File: config.mk
export PLATFORM = sky130hd
export DESIGN_NAME = l1a_stamp_fifo_flat
export DESIGN_NICKNAME = d
export VERILOG_FILES = /design/src/rtl/dcfeb_ttc_pkg.sv /design/src/rtl/l1a_stamp_fifo_if.sv /design/src/rtl/stamp_fifo.sv /design/src/rtl/l1a_stamp_fifo.sv /design/src/flat_wrapper.sv
export SDC_FILE = /design/constraint.sdc
export NUM_CORES = 1
export LEC_CHECK = 0
export ABC_AREA = 0
export CORE_MARGIN = 4
export CORE_UTILIZATION = 58
export DETAILED_ROUTE_END_ITERATION = 12
export PLACE_DENSITY = 0.76
export SLEW_MARGIN = 20
export SYNTH_ARGS = -nofsm -noshare
export SYNTH_HDL_FRONTEND = slang
export SYNTH_HIERARCHICAL = 1
export SYNTH_SLANG_ARGS = --single-unit
File: constraint.sdc
create_clock -name CLK40 -period 11.74 [get_ports CLK40]
set_clock_uncertainty 0.15 [all_clocks]
set_input_delay 2.348 -clock CLK40 [delete_from_list [all_inputs] [get_ports CLK40]]
set_output_delay 2.348 -clock CLK40 [all_outputs]
set_load 0.01 [all_outputs]
File: src/rtl/dcfeb_ttc_pkg.sv
// Shared TTC constants and the L1A stamp entry layout used by the readout path.
package dcfeb_ttc_pkg;

  localparam int BXN_W       = 12;
  localparam int L1A_W       = 24;
  localparam int LHC_BXN_MAX = 3563;
  localparam int STAMP_W     = 1 + L1A_W + BXN_W;

  typedef struct packed {
    logic             match;
    logic [L1A_W-1:0] l1a_num;
    logic [BXN_W-1:0] bxn;
  } stamp_t;

  // Free-running bunch-crossing successor, wrapping after bxn_max.
  function automatic logic [BXN_W-1:0] bxn_next(input logic [BXN_W-1:0] bxn,
                                                input logic [BXN_W-1:0] bxn_max);
    return (bxn == bxn_max) ? '0 : bxn + 1'b1;
  endfunction

endpackage

File: src/rtl/l1a_stamp_fifo_if.sv
// TTC strobe inputs and readout-side outputs of l1a_stamp_fifo.
interface l1a_stamp_fifo_if import dcfeb_ttc_pkg::*; #(
  parameter int FIFO_DEPTH = 16
);
  localparam int CNT_W = $clog2(FIFO_DEPTH) + 1;

  logic               L1A;
  logic               L1A_MATCH;
  logic               RESYNC;
  logic               BC0;
  logic               RD_EN;
  logic [STAMP_W-1:0] DOUT;
  logic               DOUT_VLD;
  logic               EMPTY;
  logic               FULL;
  logic [CNT_W-1:0]   WRD_CNT;
  logic [L1A_W-1:0]   L1A_CNT;
  logic [BXN_W-1:0]   BXN;
  logic               OVFL;
  logic               BC0_ERR;

  modport master (
    output L1A, L1A_MATCH, RESYNC, BC0, RD_EN,
    input  DOUT, DOUT_VLD, EMPTY, FULL, WRD_CNT, L1A_CNT, BXN, OVFL, BC0_ERR
  );

  modport slave (
    input  L1A, L1A_MATCH, RESYNC, BC0, RD_EN,
    output DOUT, DOUT_VLD, EMPTY, FULL, WRD_CNT, L1A_CNT, BXN, OVFL, BC0_ERR
  );

endinterface

File: src/rtl/stamp_fifo.sv
// Single-clock FIFO with registered read, flush and drop indication on full.
module stamp_fifo #(
  parameter int DEPTH = 16,
  parameter int WIDTH = 37
) (
  input  logic                     clk,
  input  logic                     rst_n,
  input  logic                     flush,
  input  logic                     wr_en,
  input  logic [WIDTH-1:0]         wr_data,
  input  logic                     rd_en,
  output logic [WIDTH-1:0]         rd_data,
  output logic                     rd_vld,
  output logic                     full,
  output logic                     empty,
  output logic                     wr_drop,
  output logic [$clog2(DEPTH):0]   count
);
  localparam int AW    = $clog2(DEPTH);
  localparam int CNT_W = AW + 1;

  logic [WIDTH-1:0] mem [DEPTH];

  logic [AW-1:0]    wr_ptr_q, wr_ptr_d;
  logic [AW-1:0]    rd_ptr_q, rd_ptr_d;
  logic [CNT_W-1:0] count_q, count_d;
  logic [WIDTH-1:0] rd_data_q, rd_data_d;
  logic             rd_vld_q, rd_vld_d;
  logic             do_pop, do_push;

  assign full  = (count_q == CNT_W'(DEPTH));
  assign empty = (count_q == '0);

  // A pop in the same cycle frees the slot, so push is legal even when full.
  always_comb begin
    do_pop   = rd_en && !empty && !flush;
    do_push  = wr_en && !flush && (!full || do_pop);
    wr_drop  = wr_en && !flush && full && !do_pop;
    wr_ptr_d = wr_ptr_q;
    rd_ptr_d = rd_ptr_q;
    count_d  = count_q;
    rd_data_d = rd_data_q;
    rd_vld_d  = do_pop;
    if (flush) begin
      wr_ptr_d = '0;
      rd_ptr_d = '0;
      count_d  = '0;
    end else begin
      if (do_push) wr_ptr_d = wr_ptr_q + 1'b1;
      if (do_pop) begin
        rd_ptr_d  = rd_ptr_q + 1'b1;
        rd_data_d = mem[rd_ptr_q];
      end
      if (do_push && !do_pop)      count_d = count_q + 1'b1;
      else if (do_pop && !do_push) count_d = count_q - 1'b1;
    end
  end

  always_ff @(posedge clk) begin
    if (do_push) mem[wr_ptr_q] <= wr_data;
  end

  always_ff @(posedge clk or negedge rst_n) begin
    if (!rst_n) begin
      wr_ptr_q  <= '0;
      rd_ptr_q  <= '0;
      count_q   <= '0;
      rd_data_q <= '0;
      rd_vld_q  <= 1'b0;
    end else begin
      wr_ptr_q  <= wr_ptr_d;
      rd_ptr_q  <= rd_ptr_d;
      count_q   <= count_d;
      rd_data_q <= rd_data_d;
      rd_vld_q  <= rd_vld_d;
    end
  end

  assign rd_data = rd_data_q;
  assign rd_vld  = rd_vld_q;
  assign count   = count_q;

endmodule

File: src/rtl/l1a_stamp_fifo.sv
// BXN / L1A counters and L1A stamping into a readout FIFO.
// Optional BC0 phase check enabled by defining L1A_STAMP_BC0_CHK_EN.
module l1a_stamp_fifo import dcfeb_ttc_pkg::*; #(
  parameter int FIFO_DEPTH      = 16,
  parameter int BXN_OFFSET      = 0,
  parameter int BXN_MAX         = LHC_BXN_MAX,
  parameter int STORE_UNMATCHED = 0
) (
  input  logic             CLK40,
  input  logic             RST_N,
  l1a_stamp_fifo_if.slave  bus
);
  localparam int CNT_W     = $clog2(FIFO_DEPTH) + 1;
  localparam bit STORE_ALL = (STORE_UNMATCHED != 0);

  logic [BXN_W-1:0] bxn_q, bxn_d, bxn_normal;
  logic [L1A_W-1:0] l1a_cnt_q, l1a_cnt_d, l1a_num;
  logic             ovfl_q, ovfl_d;
  logic             accept, wr_drop;
  stamp_t           entry;
  logic [CNT_W-1:0] fifo_count;

  always_comb begin
    bxn_normal = bxn_next(bxn_q, BXN_W'(BXN_MAX));
    bxn_d      = (bus.BC0 || bus.RESYNC) ? BXN_W'(BXN_OFFSET) : bxn_normal;
    l1a_num    = l1a_cnt_q + 1'b1;
    l1a_cnt_d  = bus.RESYNC ? '0 : (bus.L1A ? l1a_num : l1a_cnt_q);
    // Rejected (unmatched) L1As still advance the event count.
    accept        = bus.L1A && (bus.L1A_MATCH || STORE_ALL) && !bus.RESYNC;
    entry.match   = bus.L1A_MATCH;
    entry.l1a_num = l1a_num;
    entry.bxn     = bxn_q;
    ovfl_d        = bus.RESYNC ? 1'b0 : (ovfl_q || wr_drop);
  end

  always_ff @(posedge CLK40 or negedge RST_N) begin
    if (!RST_N) begin
      bxn_q     <= '0;
      l1a_cnt_q <= '0;
      ovfl_q    <= 1'b0;
    end else begin
      bxn_q     <= bxn_d;
      l1a_cnt_q <= l1a_cnt_d;
      ovfl_q    <= ovfl_d;
    end
  end

  stamp_fifo #(
    .DEPTH (FIFO_DEPTH),
    .WIDTH (STAMP_W)
  ) u_fifo (
    .clk     (CLK40),
    .rst_n   (RST_N),
    .flush   (bus.RESYNC),
    .wr_en   (accept),
    .wr_data (entry),
    .rd_en   (bus.RD_EN),
    .rd_data (bus.DOUT),
    .rd_vld  (bus.DOUT_VLD),
    .full    (bus.FULL),
    .empty   (bus.EMPTY),
    .wr_drop (wr_drop),
    .count   (fifo_count)
  );

  assign bus.WRD_CNT = fifo_count;
  assign bus.L1A_CNT = l1a_cnt_q;
  assign bus.BXN     = bxn_q;
  assign bus.OVFL    = ovfl_q;

`ifdef L1A_STAMP_BC0_CHK_EN
  logic bc0_seen_q, bc0_seen_d;
  logic bc0_err_q, bc0_err_d;

  // The first BC0 after reset/RESYNC only establishes the phase reference.
  always_comb begin
    bc0_seen_d = bc0_seen_q;
    bc0_err_d  = bc0_err_q;
    if (bus.RESYNC) begin
      bc0_seen_d = 1'b0;
      bc0_err_d  = 1'b0;
    end else if (bus.BC0) begin
      bc0_seen_d = 1'b1;
      if (bc0_seen_q && (bxn_normal != BXN_W'(BXN_OFFSET))) bc0_err_d = 1'b1;
    end
  end

  always_ff @(posedge CLK40 or negedge RST_N) begin
    if (!RST_N) begin
      bc0_seen_q <= 1'b0;
      bc0_err_q  <= 1'b0;
    end else begin
      bc0_seen_q <= bc0_seen_d;
      bc0_err_q  <= bc0_err_d;
    end
  end

  assign bus.BC0_ERR = bc0_err_q;
`else
  assign bus.BC0_ERR = 1'b0;
`endif

endmodule

File: src/flat_wrapper.sv
// flat-port wrapper written by rule: the top's interface ports become plain ports
module l1a_stamp_fifo_flat import dcfeb_ttc_pkg::*;
#(
  parameter int FIFO_DEPTH      = 16,
  parameter int BXN_OFFSET      = 0,
  parameter int BXN_MAX         = LHC_BXN_MAX,
  parameter int STORE_UNMATCHED = 0
)
  (CLK40, RST_N, bus_L1A, bus_L1A_MATCH, bus_RESYNC, bus_BC0, bus_RD_EN, bus_DOUT, bus_DOUT_VLD, bus_EMPTY, bus_FULL, bus_WRD_CNT, bus_L1A_CNT, bus_BXN, bus_OVFL, bus_BC0_ERR);
  l1a_stamp_fifo_if #(.FIFO_DEPTH(FIFO_DEPTH)) bus_i ();
  input  logic CLK40;
  input  logic RST_N;
  input wire logic [$bits(bus_i.L1A)-1:0] bus_L1A;
  input wire logic [$bits(bus_i.L1A_MATCH)-1:0] bus_L1A_MATCH;
  input wire logic [$bits(bus_i.RESYNC)-1:0] bus_RESYNC;
  input wire logic [$bits(bus_i.BC0)-1:0] bus_BC0;
  input wire logic [$bits(bus_i.RD_EN)-1:0] bus_RD_EN;
  output wire logic [$bits(bus_i.DOUT)-1:0] bus_DOUT;
  output wire logic [$bits(bus_i.DOUT_VLD)-1:0] bus_DOUT_VLD;
  output wire logic [$bits(bus_i.EMPTY)-1:0] bus_EMPTY;
  output wire logic [$bits(bus_i.FULL)-1:0] bus_FULL;
  output wire logic [$bits(bus_i.WRD_CNT)-1:0] bus_WRD_CNT;
  output wire logic [$bits(bus_i.L1A_CNT)-1:0] bus_L1A_CNT;
  output wire logic [$bits(bus_i.BXN)-1:0] bus_BXN;
  output wire logic [$bits(bus_i.OVFL)-1:0] bus_OVFL;
  output wire logic [$bits(bus_i.BC0_ERR)-1:0] bus_BC0_ERR;
  assign bus_i.L1A = bus_L1A;
  assign bus_i.L1A_MATCH = bus_L1A_MATCH;
  assign bus_i.RESYNC = bus_RESYNC;
  assign bus_i.BC0 = bus_BC0;
  assign bus_i.RD_EN = bus_RD_EN;
  assign bus_DOUT = bus_i.DOUT;
  assign bus_DOUT_VLD = bus_i.DOUT_VLD;
  assign bus_EMPTY = bus_i.EMPTY;
  assign bus_FULL = bus_i.FULL;
  assign bus_WRD_CNT = bus_i.WRD_CNT;
  assign bus_L1A_CNT = bus_i.L1A_CNT;
  assign bus_BXN = bus_i.BXN;
  assign bus_OVFL = bus_i.OVFL;
  assign bus_BC0_ERR = bus_i.BC0_ERR;
  l1a_stamp_fifo #(.FIFO_DEPTH(FIFO_DEPTH), .BXN_OFFSET(BXN_OFFSET), .BXN_MAX(BXN_MAX), .STORE_UNMATCHED(STORE_UNMATCHED)) u_core (.CLK40(CLK40), .RST_N(RST_N), .bus(bus_i));
endmodule
==> flow_summary_export.csv <==
group,metric,value,unit
timing,post-route-period-util,0.499,
cts,cts_hold_buf,0,
worst_setup_path,endpoint_kind,"flop",
cts,cts_sinks,680,
floorplan,core_region_area,45800,um^2
min_path,min_from,"u_core/u_fifo/rd_data[31]$_DFFE_PN0P_",
synthesis,yosysWarnings,6,
placed_design,io_buffers,88,
global_route,grt_pass1_vias,14200,
synthesis,seq_area_frac_synth,0.739,
floorplan,dieHeight,224,um
global_route,grt_max_degree,67,
worst_setup_path,cp_max_fo,17,
synthesis,synth_edf_count,592,
floorplan,start_util,0.591,
cts,clkTransAtPathRegs,0.06,ns
synthesis,avgSynthCellArea,19.9,um^2
worst_setup_path,crit_path_start_kind,"input pin",
timing,rsz0062_at_grt,"false",
global_route,grt.total_usage,0.243,
cts,clk_path_buf_depth,3,
routing,first_pass_iters,5,
cts,clk_latency,0.59,ns
synthesis,syn_area,27000,um^2
worst_setup_path,regToRegSetupSlack,7.90,ns
power_and_ir_drop,total_power,0.00565,W
timing,worst_pin_slew,1.12,ns
floorplan,die_x,224,um
cts,cts_tree,"done",
synthesis,syn-num-nets,1375,
timing,relSlewSlack,0.251,
worst_setup_path,crit_type,"input pin to flop",
synthesis,syn-instance-count,1355,
timing,setup_viol,0,
cts,post_cts_buffers,0,
synthesis,synth_area_leader_cell,"edfxtp_1",
placed_design,dp_hpwl,31.5,mm
worst_setup_path,required,12.09,ns
placed_design,gp_congestion,0.777,
global_route,grt_antenna_before_repair,0,
synthesis,synth-async-reset-ratio,0.129,
timing,hold-worst-slack,0.347,ns
synthesis,ys_top_cells_by_count,"edfxtp_1 (592), mux4_2 (148), dfrtp_1 (88)",
global_route,grt-ovfl-total,0,
power_and_ir_drop,p_leak,10.1,nW
power_and_ir_drop,p_per_area,183,nW/um^2
run_status,outcome,"complete, no violations",
routing,drtAntennaViolNets,0,
synthesis,synth_top_flop_cell,"edfxtp_1",
cells_and_area,syn_to_final_growth,14.1,%
timing,fin_crit,5.85,ns
routing,num_vias,13600,
floorplan,fp-row-count,78,
power_and_ir_drop,irDropWorstVdd,0.122,mV
timing,drv_slew,0,
routing,dr.max_layer_used,"met4",
routing,wl_met2,30.3,mm
routing,detail_route.wl_per_cell,28.3,um
min_path,min_path_type,"flop to flop",
synthesis,yosysMostFrequentCell,"edfxtp_1",
cells_and_area,insertedDiodeCount,0,
cts,htreeDepth,3,
routing,drt-total-wl,60.1,mm
job,max-cap-violations,0,
synthesis,ys_types,53,
cells_and_area,stdcell_area,30800,um^2
routing,dr_wl_met3,4.71,mm
synthesis,ys_top_cells_by_area,"edfxtp_1 (66%), mux4_2 (12%), dfrtp_1 (8.1%)",
worst_setup_path,r2r_start,"u_core/u_fifo/rd_ptr_q[1]$_DFFE_PN0P_",
worst_setup_path,crit_path_start,"bus_L1A_MATCH",
placed_design,placed_area,28600,um^2
cells_and_area,layout.nets,1495,
cts,cts_buffers,69,
routing,met1_length,23.4,mm
cts,cts_resized,0,
floorplan,pin_count,90,
worst_setup_path,crit_arrival,6.21,ns
synthesis,ys_seq_elements,680,
floorplan,dieArea,50100,um^2
routing,drt-initial-drc-count,1483,
timing,max_freq,0.171,GHz
timing,finalHoldViolCount,0,
cts,root_buffer,"clkbuf_16",
timing,finalSetupTns,0,ns
global_route,grt_pass1_wl,90.7,mm
routing,vias_per_cell,6.39,
cells_and_area,drive_gt1_frac,0.232,
routing,drcViolationCount,0,
placed_design,detailedPlace.worstSlack,5.40,ns
cells_and_area,fill_cells,2844,
synthesis,yosys.area.top_type_share,0.658,
timing,worst_slack,5.89,ns
-- stage by stage --
step / cells / util
2_1_floorplan: 1355 / -
3_3_place_gp: 2003 / 0.625
3_5_place_dp: 2003 / 0.626
4_1_cts: 2125 / 0.672
5_1_grt: 2126 / 0.674
6_report: 2126 / 0.674
-- sequential cells by signal, indices dropped and copies added, names as in the netlist --
signal	count
u_core/bus.OVFL	1
u_core/bus.L1A_CNT	24
u_core/u_fifo/rd_ptr_q	4
u_core/u_fifo/count	5
u_core/u_fifo/mem	592
u_core/u_fifo/rd_vld	1
u_core/bus.BXN	12
u_core/u_fifo/wr_ptr_q	4
u_core/u_fifo/rd_data	37
-- per-layer routing --
metal,vias to the layer above,GRT usage
met1,7035,0.345
met3,113,0.0419
li1,5729,-
met2,701,0.396
met4,0,0.0762
met5,-,0
-- cell families (layout without fill, tap and decap cells) --
kind of cell | count (synthesis) | in the layout | share of synthesized area
multiplexers | 229 | 229 | 0.154
XOR/XNOR | 50 | 50 | 0.0162
AO/OA/AOI/OAI | 79 | 79 | 0.0287
AND/OR/NAND/NOR | 213 | 213 | 0.0400
flip-flops | 680 | 680 | 0.739
adder cells (fa/ha/maj) | 13 | 13 | 0.00630
other | 1 | 1 | 0.000139
buffers and inverters | 90 | 261 | 0.0160
-- final cells by class --
class | instances | area, um^2 | area share
flip-flops and latches | 680 | 20000 | 0.648
multi-input cells | 585 | 6730 | 0.218
clock buffers | 92 | 1920 | 0.0622
repair buffers | 127 | 1190 | 0.0385
well taps | 600 | 751 | 0.0243
clock inverters | 30 | 224 | 0.00726
inverters | 12 | 45.0 | 0.00146
-- worst paths after layout --
path                       depth (start not counted)                                     to
max                                               11     u_core/u_fifo/count[4]$_DFFE_PN0P_
min                                                2  u_core/u_fifo/rd_data[31]$_DFFE_PN0P_
max reg2reg                                        5  u_core/u_fifo/rd_data[23]$_DFFE_PN0P_
min reg2reg                                        2  u_core/u_fifo/rd_data[31]$_DFFE_PN0P_
max in group asynchronous                          2  u_core/u_fifo/rd_ptr_q[3]$_DFFE_PN0P_
min in group asynchronous                          1            u_core/bus.BXN[4]$_DFF_PN0_
-- placed cells by master (no fill, tap or decap), drive strengths merged, types with 11 or more instances in the layout --
cell type / count
o221ai: 37
dfrtp: 88
xor2: 18
mux4: 148
a21oi: 16
xnor2: 32
or3: 11
buf: 41
inv: 16
clkbuf: 92
clkdlybuf4s50: 86
nor3: 13
ha: 12
mux2i: 76
nand2: 55
nor2: 45
nand3: 30
edfxtp: 592
o21ai: 13
nand4: 17
clkinv: 21
-- report_power, final --
group          switching [W]  internal, W  leakage (nW)
logic               0.000381     0.000405          2.41
clock network       0.000889      0.00120          1.04
registers           0.000105      0.00268          6.62
-- critical path: stages --
cell,delay (ns)
clkdlybuf4s50_1,0.82
nand2_1,0.13
nor2_1,0.37
nand2b_1,0.20
a21oi_1,0.52
nand2_1,0.32
fa_1,0.51
a21o_1,0.22
a2111oi_0,0.46
o21bai_1,0.14
a41oi_1,0.17
Power figures use the tool's default switching activity.
==> RTL change 1: new RTL, config.mk and constraints unchanged <==
Build with the macro `L1A_STAMP_BC0_CHK_EN` defined.
--- a/src/rtl/l1a_stamp_fifo.sv
+++ b/src/rtl/l1a_stamp_fifo.sv
@@ -1,5 +1,7 @@
 // BXN / L1A counters and L1A stamping into a readout FIFO.
 // Optional BC0 phase check enabled by defining L1A_STAMP_BC0_CHK_EN.
+`define L1A_STAMP_BC0_CHK_EN
+
 module l1a_stamp_fifo import dcfeb_ttc_pkg::*; #(
   parameter int FIFO_DEPTH      = 16,
   parameter int BXN_OFFSET      = 0,
Function: changed (a bounded check fails within 4 cycles, from zero or initial values and one cycle with RST_N low).
==> RTL change 1 against the unedited design <==
- global-route usage fell by 0.23 points
- combinational power fell by 3.1%
- critical path depth rose by 1
- wire length is 1.4% lower
- worst setup slack improved by 190 ps
- power rose by 1.7%
- area after synthesis up 0.49%
- synthesized cell count is 0.74% higher
- core utilization decreased by 0.23 points
- cell count grew 1.2%
- sequential cell count increased by 2
- final area increased by 1.1%
- maximum frequency is 3.4% higher
- critical path type unchanged
- largest cell class unchanged
- highest routed layer unchanged
==> RTL change 1: results (changes against the unedited design) <==
* Synth Area in Adders at 0.00580 (was 0.00630)
* Clk slew on worst S/H paths at 60 ps (about the same)
* Final slew viol count at 0 (unchanged)
* Compound-cell area share of the yosys netlist at 0.0273 (was 0.0287)
* CTS Buf Count at 68 (was 69)
* CTS max path bufs at 3 (unchanged)
* Mapped Avg Cell Area at 19.9 um^2 (about the same)
* Resized Gates After CTS at 0 (unchanged)
* Place WS at 5460 ps (was 5400 ps)
* Clock root buffer master: clkbuf_16 (unchanged)
* DRT Wirelength at 59,300 um (was 60,100 um)
* Diode count at 0 (unchanged)
* Number of flip-flops under the largest register name at 592 (unchanged)
* P_leak at 10.2 nW (was 10.1 nW)
* DRT Pass-1 Iters at 5 (unchanged)
* Net count after synthesis at 1,384 (was 1,375)
* Hold Path Class: reg2reg (unchanged)
* DR iter-0 viols at 1,412 (was 1,483)
* H-tree levels at 3 (unchanged)
* Placed Area at 28,800 um^2 (was 28,600 um^2)
* Yosys warnings at 6 (unchanged)
* Synth cell count leaders: edfxtp_1 (592), mux4_2 (148), dfrtp_1 (90), mux2i_1 (76), nand2_1 (71) (was edfxtp_1 (592), mux4_2 (148), dfrtp_1 (88), mux2i_1 (76), nand2_1 (55))
* Crit path max fanout at 23 (was 17)
* Pin count of the biggest net entering global routing at 75 (was 67)
* Max VDD drop at 0.000165 V (was 0.000122 V)
* Worst skew pair latency at 600 ps
* Share of post-route cells with drive strength above 1 at 0.242 (was 0.232)
* P_comb at 0.000762 W (was 0.000786 W)
* Synth unique cells at 58 (was 53)
* Placed cells at 2,029 (was 2,003)
* Number of vias per cell at 6.41 (was 6.39)
* Seq/Total Area, Yosys at 0.737 (was 0.739)
* HPWL after detailed placement at 32,600 um (was 31,500 um)
* Routability congestion estimate from global placement at 0.805 (was 0.777)
* Mux share of post-synthesis cell area at 0.153 (was 0.154)
* Vias post-DR at 13.8k (was 13.6k)
* Asr flop ratio synth at 0.132 (was 0.129)
* First-pass GRT wire length at 91,000 um (was 90,700 um)
* Largest register by flop count: u_core/u_fifo/mem (unchanged)
* Slew HR at 0.240 (was 0.251)
* Internal Power at 0.00438 W (was 0.00428 W)
* Post-synth EDFFs at 592 (unchanged)
* Outcome: finished clean (unchanged)
* Arrival time worst endpoint at 6010 ps (was 6210 ps)
* P_seq at 0.00280 W
* Port-buffer cells at 89 (was 88)
* Nets at 1,511 (was 1,495)
* Setup bufs post-CTS at 0 (unchanged)
* Initial antenna violation count at 1 (was 0)
* Total GRT Usage at 0.241 (was 0.243)
* Post-Synth XOR/XNOR Area at 0.0193 (was 0.0162)
* Area contributors post-synth: edfxtp_1 (65%), mux4_2 (12%), dfrtp_1 (8.3%), mux2i_1 (2.8%), o221ai_2 (1.7%) (was edfxtp_1 (66%), mux4_2 (12%), dfrtp_1 (8.1%), mux2i_1 (2.8%), o221ai_2 (1.7%))
* Logic pwr share at 0.132 (was 0.139)
## RTL change 1: changes by cell type after synthesis, moves of 5 or more
| cell | delta |
|---|---|
| or3_1 | -5 |
| nand2_1 | +16 |
| xor2_1 | +12 |
| nand3_1 | -8 |
| nor2_1 | +9 |
| o21ai_0 | -6 |
| a21oi_1 | -7 |
## RTL change 1: cell type report
type / instances / area [um^2]
Clock buffer: 98 / 1960
Clock inverter: 25 / 322
Fill cell: 2940 / 15300
Inverter: 13 / 48.8
Multi-Input combinational cell: 599 / 6890
Sequential cell: 682 / 20000
Tap cell: 607 / 759
Timing Repair Buffer: 128 / 1180
## RTL change 1: worst paths after layout
path / startpoint / slack, ps / depth (start not counted) / endpoint
min in group asynchronous: RST_N / 1630 / 1 / u_core/u_fifo/rd_data[14]
worst min register to register: u_core/u_fifo/rd_data[27] / 340 / 2 / u_core/u_fifo/rd_data[27]
worst min-delay path: u_core/u_fifo/rd_data[27] / 340 / 2 / u_core/u_fifo/rd_data[27]
worst max register to register: u_core/u_fifo/rd_ptr_q[1] / 7890 / 5 / u_core/u_fifo/rd_data[18]
max in group asynchronous: RST_N / 8500 / 2 / u_core/u_fifo/rd_ptr_q[1]
worst max-delay path: bus_L1A / 6080 / 12 / u_core/u_fifo/count[4]
## RTL change 1: metal layers
layer | track usage | vias up | routed length, um
met2 | 0.388 | 602 | 29500
met5 | 0 | - | 0
li1 | - | 5755 | -
met1 | 0.347 | 7322 | 23800
met4 | 0.0603 | 0 | 1390
met3 | 0.0512 | 106 | 4520
## RTL change 1: critical path, stage by stage
cell and delay, ps:
clkdlybuf4s50_1 460, buf_4 310, nand2_1 90, nor2_1 330, nand2b_1 190, a21oi_1 540
nand2_1 330, fa_1 490, a21o_1 200, a2111oi_0 400, o21bai_1 110, a41oi_1 170
==> RTL change 2: new RTL, same settings <==
Without the edit above. One comparison of `count_q` changes from == to >=.
--- a/src/rtl/stamp_fifo.sv
+++ b/src/rtl/stamp_fifo.sv
@@ -28,7 +28,7 @@
   logic             rd_vld_q, rd_vld_d;
   logic             do_pop, do_push;
 
-  assign full  = (count_q == CNT_W'(DEPTH));
+  assign full  = (count_q >= CNT_W'(DEPTH));
   assign empty = (count_q == '0);
 
   // A pop in the same cycle frees the slot, so push is legal even when full.
Formal check against the unedited RTL: no difference found for any inputs over 4 cycles, from zero or initial values and one cycle with RST_N low; that may be too few to reach the edited logic, so the function may still have changed.
==> RTL change 2 against the unedited design <==
- worst setup slack worse by 120 ps
- area after synthesis is 1.3% lower
- wire length is 0.17% lower
- power is 1.7% higher
- worst hold slack better by 9.5 ps
- core utilization is 0.053 points higher
- clock power is 7% higher
- critical path depth stayed put
- largest cell class unchanged
- sequential cell count stayed put
- final area is 0.77% lower
- count of clock-buffer cells in the layout is 7 lower
==> RTL change 2: results (changes against the unedited design) <==
* DRT Pass-1 Iters at 7 (was 5)
* Fin cells at 2,105 (was 2,126)
* Total GRT Usage at 0.246 (was 0.243)
* Seq/Total Area, Yosys at 0.749 (was 0.739)
* Area contributors post-synth: edfxtp_1 (67%), mux4_2 (12%), dfrtp_1 (8.3%), o22ai_1 (1.7%), mux2_2 (1.6%) (was edfxtp_1 (66%), mux4_2 (12%), dfrtp_1 (8.1%), mux2i_1 (2.8%), o221ai_2 (1.7%))
* Max VDD drop at 0.000122 V (about the same)
* Place WS at 5410 ps (was 5400 ps)
* Hold endpoint: u_core/bus.OVFL (was u_core/u_fifo/rd_data[31])
* DR iter-0 viols at 1,477 (was 1,483)
* Outcome: finished clean (unchanged)
* HPWL after detailed placement at 32,400 um (was 31,500 um)
* Worst Hold Launch: u_core/bus.OVFL (was u_core/u_fifo/rd_data[31])
* Critical path's largest stage delay at 1060 ps (was 820 ps)
* Reg2reg end: u_core/u_fifo/rd_data[27] (was u_core/u_fifo/rd_data[23])
* Nets at 1,473 (was 1,495)
* Synth cell count leaders: edfxtp_1 (592), mux4_2 (148), dfrtp_1 (88), o22ai_1 (74), a21oi_1 (51) (was edfxtp_1 (592), mux4_2 (148), dfrtp_1 (88), mux2i_1 (76), nand2_1 (55))
* Slew HR at 0.252 (was 0.251)
* First-pass GRT wire length at 91,500 um (was 90,700 um)
* Net count after synthesis at 1,371 (was 1,375)
* Routability congestion estimate from global placement at 0.784 (was 0.777)
* Placed cells at 1,984 (was 2,003)
* R2R setup slack at 7880 ps (was 7900 ps)
* Fillers at 2,810 (was 2,844)
* Crit path max fanout at 15 (was 17)
* Mapped Avg Cell Area at 19.7 um^2 (was 19.9 um^2)
* Reg2reg path depth at 6 (was 5)
* Synth unique cells at 49 (was 53)
* CTS Buf Count at 67 (was 69)
* Avg WL per Cell at 28.5 um (was 28.3 um)
* Vias in the first global route at 14.2k (about the same)
* Placed Area at 28,200 um^2 (was 28,600 um^2)
* Share of post-route cells with drive strength above 1 at 0.241 (was 0.232)
* Arrival time worst endpoint at 6290 ps (was 6210 ps)
* P_leak at 10.1 nW (about the same)
* Number of vias per cell at 6.53 (was 6.39)
RTL change 2: cell types whose count changed after synthesis, moves of 4 or more:
cell,unedited run,this run
o221ai_2,30,0
nand3_1,29,24
and4_1,4,8
mux2_1,0,4
and3_1,6,10
mux2i_1,76,2
o22ai_1,0,74
o221ai_1,7,0
mux2_2,5,38
nand2_1,55,18
nor3_1,13,6
a21oi_1,16,51
clkbuf_1,31,41
RTL change 2: worst max-delay path by stage:
stage               startpoint                      end  slack (ps)  cells past startpoint
floorplan           bus_RESYNC  u_core/u_fifo/mem[4][0]        4910                      7
global placement       bus_L1A   u_core/u_fifo/count[4]        5560                     11
detailed placement     bus_L1A   u_core/u_fifo/count[4]        5410                     11
CTS                    bus_L1A   u_core/u_fifo/count[4]        5960                     11
global route           bus_L1A   u_core/u_fifo/count[4]        5560                     11
finish                 bus_L1A   u_core/u_fifo/count[4]        5770                     11
RTL change 2: power by group:
| group | switching [W] | internal (W) |
|---|---|---|
| clock network | 0.000883 | 0.00134 |
| logic | 0.000395 | 0.000376 |
| registers | 0.0000792 | 0.00268 |
RTL change 2: metrics by stage:
step                power, W  utilization  hold WS, ps
finish               0.00575        0.674          357
global route         0.00596        0.674          424
CTS                  0.00579        0.673          364
detailed placement   0.00358        0.622          346
global placement     0.00357        0.621          347
floorplan            0.00327            -          375
RTL change 2: kinds of logic after synthesis:
family / count (synthesis) / share of synthesized area
other: 1 / 0.000141
adders and majority gates: 13 / 0.00638
buffers and inverters: 94 / 0.0162
muxes: 192 / 0.143
AOI/OAI and AO/OA: 149 / 0.0332
xor gates and xnor gates: 51 / 0.0167
and+or+nand+nor: 171 / 0.0350
DFF: 680 / 0.749
RTL change 2: final cells by class:
class	count	share of cell area
flip-flops and latches	680	0.653
multi-input cells	577	0.210
clock buffers	85	0.0604
repair buffers	118	0.0359
well taps	600	0.0245
clock inverters	36	0.0144
inverters	9	0.00110
RTL change 2: worst max-delay path: cells and delay by family:
kind	cells	cell delay, ps
compound gates	4	1060
fa+ha+maj	1	520
buf+inv	1	1060
simple gates	5	1270
RTL change 2: metal layers:
metal  wire length (um)  up-vias  GRT usage  part of all wire
li1                   -     5725          -                 -
met4               1650        0     0.0764             0.027
met3               4800      112     0.0402             0.080
met2              30100      723      0.400              0.50
met1              23400     7190      0.351              0.39
met5                  0        -          0                 0
